**src/rtl/seq_mul_reconstruct.sv**
```systemverilog
// seq_mul_reconstruct: rebuilds a dividend n = q*d + r with a shift-add multiplier.
// Each clock in RUN adds one partial product. Operands are taken on a valid/ready
// handshake, and the result is offered on a second valid/ready pair.
// The optional approximate low-column adder is enabled by defining APPROX_LOW_EN.
// With it enabled, the low APPROX_COLS columns are OR-combined and their carries
// are dropped, which matches the approximate low cells of the divider arrays.
//
// state | meaning
// IDLE  | waiting for operands, in_ready high
// RUN   | W shift-add steps, one partial product per clock
// DONE  | result held on n with out_valid high until out_ready
module seq_mul_reconstruct #(
    parameter int W           = 8,
    parameter int APPROX_COLS = 4
) (
    input  logic             clk,
    input  logic             rst,
    input  logic             in_valid,
    output logic             in_ready,
    input  logic [W-1:0]     q,
    input  logic [W-1:0]     d,
    input  logic [W-1:0]     r,
    output logic             out_valid,
    input  logic             out_ready,
    output logic [2*W-1:0]   n,
    output logic             busy
);

    localparam int CW = (W > 1) ? $clog2(W) : 1;
    localparam logic [CW-1:0] CNT_LAST = CW'(W - 1);

`ifdef APPROX_LOW_EN
    localparam bit APPROX_EN = 1'b1;
`else
    localparam bit APPROX_EN = 1'b0;
`endif

    // Columns below APPROX_COLS form the carry-free low part of the approximate adder.
    localparam logic [2*W-1:0] LO_MASK =
        (APPROX_COLS == 0) ? '0 : ({(2*W){1'b1}} >> (2*W - APPROX_COLS));

    typedef enum logic [1:0] {
        S_IDLE = 2'd0,
        S_RUN  = 2'd1,
        S_DONE = 2'd2
    } state_t;

    state_t           state_q, state_d;
    logic [2*W-1:0]   acc_q, acc_d;
    logic [2*W-1:0]   mcand_q, mcand_d;
    logic [W-1:0]     mplier_q, mplier_d;
    logic [CW-1:0]    cnt_q, cnt_d;
    logic [2*W-1:0]   n_q, n_d;
    logic [2*W-1:0]   sum_exact, sum_approx, sum;

    // Step adder: exact sum, or split sum with carry-free OR in the low columns.
    always_comb begin
        sum_exact  = acc_q + mcand_q;
        sum_approx = (((acc_q & ~LO_MASK) + (mcand_q & ~LO_MASK)) & ~LO_MASK)
                   | ((acc_q | mcand_q) & LO_MASK);
        sum        = APPROX_EN ? sum_approx : sum_exact;
    end

    // Next-state and datapath updates for the IDLE/RUN/DONE sequence.
    always_comb begin
        state_d  = state_q;
        acc_d    = acc_q;
        mcand_d  = mcand_q;
        mplier_d = mplier_q;
        cnt_d    = cnt_q;
        n_d      = n_q;
        case (state_q)
            S_IDLE: begin
                if (in_valid) begin
                    acc_d    = {{W{1'b0}}, r};
                    mcand_d  = {{W{1'b0}}, d};
                    mplier_d = q;
                    cnt_d    = '0;
                    state_d  = S_RUN;
                end
            end
            S_RUN: begin
                if (mplier_q[0]) begin
                    acc_d = sum;
                end
                mcand_d  = mcand_q << 1;
                mplier_d = mplier_q >> 1;
                cnt_d    = cnt_q + 1'b1;
                if (cnt_q == CNT_LAST) begin
                    // Capture the final sum so n survives the next operand load.
                    n_d     = mplier_q[0] ? sum : acc_q;
                    state_d = S_DONE;
                end
            end
            S_DONE: begin
                if (out_ready) begin
                    state_d = S_IDLE;
                end
            end
            default: state_d = S_IDLE;
        endcase
    end

    // State register.
    always_ff @(posedge clk or posedge rst) begin
        if (rst) begin
            state_q <= S_IDLE;
        end else begin
            state_q <= state_d;
        end
    end

    // Datapath registers: accumulator, shifted operands, step counter, result.
    always_ff @(posedge clk or posedge rst) begin
        if (rst) begin
            acc_q    <= '0;
            mcand_q  <= '0;
            mplier_q <= '0;
            cnt_q    <= '0;
            n_q      <= '0;
        end else begin
            acc_q    <= acc_d;
            mcand_q  <= mcand_d;
            mplier_q <= mplier_d;
            cnt_q    <= cnt_d;
            n_q      <= n_d;
        end
    end

    assign in_ready  = (state_q == S_IDLE);
    assign out_valid = (state_q == S_DONE);
    assign busy      = (state_q != S_IDLE);
    assign n         = n_q;

endmodule

```
**config.mk**
```make
export PLATFORM = sky130hd
export DESIGN_NAME = seq_mul_reconstruct
export DESIGN_NICKNAME = d
export VERILOG_FILES = /design/src/rtl/seq_mul_reconstruct.sv
export SDC_FILE = /design/constraint.sdc
export NUM_CORES = 1
export LEC_CHECK = 0
export ABC_AREA = 1
export CAP_MARGIN = 20
export CORE_ASPECT_RATIO = 1.75
export CORE_MARGIN = 3
export CORE_UTILIZATION = 45
export CTS_CLUSTER_DIAMETER = 100
export DETAILED_ROUTE_END_ITERATION = 10
export GPL_ROUTABILITY_DRIVEN = 0
export PLACE_DENSITY_LB_ADDON = 0.2
export SLEW_MARGIN = 20
export SYNTH_ARGS = -nofsm -noshare
export SYNTH_HDL_FRONTEND = slang
export SYNTH_SLANG_ARGS = --single-unit
```
**constraint.sdc**
```tcl
create_clock -name clk -period 2.6 [get_ports clk]
set_input_delay 0.52 -clock clk [delete_from_list [all_inputs] [get_ports clk]]
set_output_delay 0.52 -clock clk [all_outputs]
set_load 0.1 [all_outputs]
```
==> out/summary.txt <==
status -> finished clean
Syn Std Cell Area -> 0.00362 mm^2
Final TNS setup -> 0 ns
Starting DRT DRC Count -> 195
Layout fillers -> 730
syn_area_per_cell -> 7.37 um^2
Max-Cap Viols -> 0
FF/Latch Area -> 0.00153 mm^2
min-delay src -> n[12]
I/O pin count -> 47
Skew-Pair Late Insertion Delay -> 0.33 ns
cell family with most CP delay -> simple AND/OR/NAND/NOR gates
fraction of layout cells with a size suffix above 1 -> 0.109
Post-synth EDFFs -> 0
die height -> 125 um
R2R Setup Slk -> 0.54 ns
worst r2r dst -> n[6]
min Tclk post-route -> 2.06 ns
first-pass GRT wire length -> 16.0 mm
synth unique cells -> 30
CTS tree -> done
CP Cell Sequence -> ha_1 > fa_1 > nand2_1 > nand2_1 > nand3b_1 > nand2_1 > or2_0 > nand3_1 > nand2_1 > nand2_1 > nand2_1
CTS Buffer Depth -> 2
Synthesized Nets -> 537
Commonest cells post-synth -> nand2_1, inv_1, dfrtp_1
Largest stage delay, worst path -> 0.43 ns
postcts setup bufs -> 0
largest net degree at the start of global routing -> 62
Core Region -> 0.00767 mm^2
Worst R2R Path Depth -> 11
Critical Path End Type -> flop
sequential fraction of the synthesis area -> 0.422
initial core utilization -> 0.472
CP max FO -> 4
top cells by area, synth -> dfrtp_1, nand2_1, inv_1
final WL -> 9.24 mm
post-cts gate resize count -> 0
Layout Area Growth over Synthesis -> 21.7%
Final period util -> 0.794
Rel. slew slack -> 0.377
total grt overflow -> 0
hold depth -> 2
vias in the first global route -> 3,518
startpoint types -> flop
Seq cells post-synth -> 61
Yosys top cell area share -> 0.422
Slew Limit Fails -> 0
DRC viols -> 0
clock buffer count from CTS -> 9
hpwl dp -> 6.75 mm
CTS clk-pin slew, worst paths -> 0.05 ns
asr flop ratio synth -> 1.00
Worst EP required -> 2.82 ns
fmax -> 484 MHz
CP Class -> reg -> reg
top_reg_cell synth -> dfrtp_1
die area -> 0.00920 mm^2
hold path endpoint -> n[12]
post-synthesis cell count -> 491
post-route ant nets -> 0
measured slew at the worst slew-check pin -> 0.934 ns
initial antenna violation count -> 0
Ant. Diodes -> 0
worst clock skew -> 0.00531 ns
vias per cell -> 5.25
Via Count -> 3,305
hold_buf cts -> 0
final hold slack -> 0.476 ns
post-synth top area cell -> dfrtp_1
min-delay worst type -> reg -> reg
number of cells on the critical path -> 11
I/O Buffers -> 46
# nets final -> 582
reg2reg start -> mcand_q[0]
Slowest-stage cell, CP -> fa_1
FP Rows -> 42
area occupied by multi-input gates -> 0.00175 mm^2
Final Setup Violations -> 0
Yosys warnings -> 0
# H-tree levels -> 3
Die Wd -> 73.8 um
drt pass-1 iters -> 5
most frequent CP cell -> nand2_1
Worst EP arrival -> 2.28 ns
drt wl/cell -> 14.7 um
root buf cell -> clkbuf_16
Buf+Inv Stages, Crit Path -> 0
Final Hold Fails -> 0
top-count cell post-synth -> nand2_1
CTS sink cnt -> 61
total track usage -> 0.227
unrepaired setup endpoints after global routing -> false
through the flow:
stage	instance area [um^2]	instances	utilization	setup WS (ns)
6_report	4410	629	0.574	0.535
5_1_grt	4410	629	0.574	0.349
4_1_cts	4410	629	0.574	0.527
3_5_place_dp	4110	613	0.535	0.552
3_3_place_gp	4110	613	0.535	0.589
2_1_floorplan	3620	491	-	0.116
final cells by class:
type	instances	area share
timing repair buffer	52	0.107
sequential	61	0.346
multi-input combinational	344	0.396
tap	88	0.0250
clock buffer	9	0.0511
inverter	68	0.0579
clock inverter	7	0.0168
cells in the final DEF, fill, tap and decap left out, drive strengths merged, types with 2 or more instances in the layout:
master | synthesis | final
nand2 | 154 | 154
inv | 68 | 70
dfrtp | 61 | 61
nand3 | 43 | 43
o21ai | 42 | 42
nor2 | 31 | 31
clkdlybuf4s50 | 0 | 27
buf | 11 | 25
a21oi | 17 | 17
ha | 17 | 17
or2 | 11 | 11
clkbuf | 7 | 9
o22ai | 8 | 8
nor3 | 5 | 5
xnor2 | 3 | 3
clkinv | 0 | 3
nand3b | 2 | 2
a22o | 2 | 2
a221oi | 2 | 2
o211ai | 2 | 2
sequential cells by signal, summed over array words and instances, names as in the netlist:
| signal | count |
|---|---|
| acc_q | 16 |
| cnt_q | 3 |
| mcand_q | 16 |
| mplier_q | 8 |
| n | 16 |
| state_q | 2 |
routing by layer:
metal  GRT usage  vias to the layer above  part of all wire
met5           0                        -                 0
met4       0.155                        0             0.053
met3      0.0501                       28             0.040
met2       0.390                       81              0.55
met1       0.234                     1533              0.36
li1            -                     1663                 -
tightest hold or removal path, cell delays in order, from the launching register on:
cell     delay [ns]
dfrtp_1        0.34
nand2_1        0.05
nand2_1        0.05
cells by family after synthesis:
kind of cell               synth area share
buffers and inverters                0.0964
adders and majority gates            0.0643
xor gates and xnor gates            0.00968
AOI/OAI and AO/OA                     0.120
DFF                                   0.422
and+or+nand+nor                       0.289
worst max-delay path by stage:
| stage | slack (ns) | end | start |
|---|---|---|---|
| after floorplan | 0.12 | out_valid | state_q[0] |
| after global placement | 0.59 | n[6] | mcand_q[0] |
| after detailed placement | 0.55 | n[6] | mcand_q[0] |
| after CTS | 0.53 | n[6] | mcand_q[0] |
| after global routing | 0.35 | n[12] | mcand_q[0] |
| final | 0.54 | n[6] | mcand_q[0] |
Power is not shown: default switching activity piles up to over one toggle a cycle in this logic, so the estimate is an artifact.
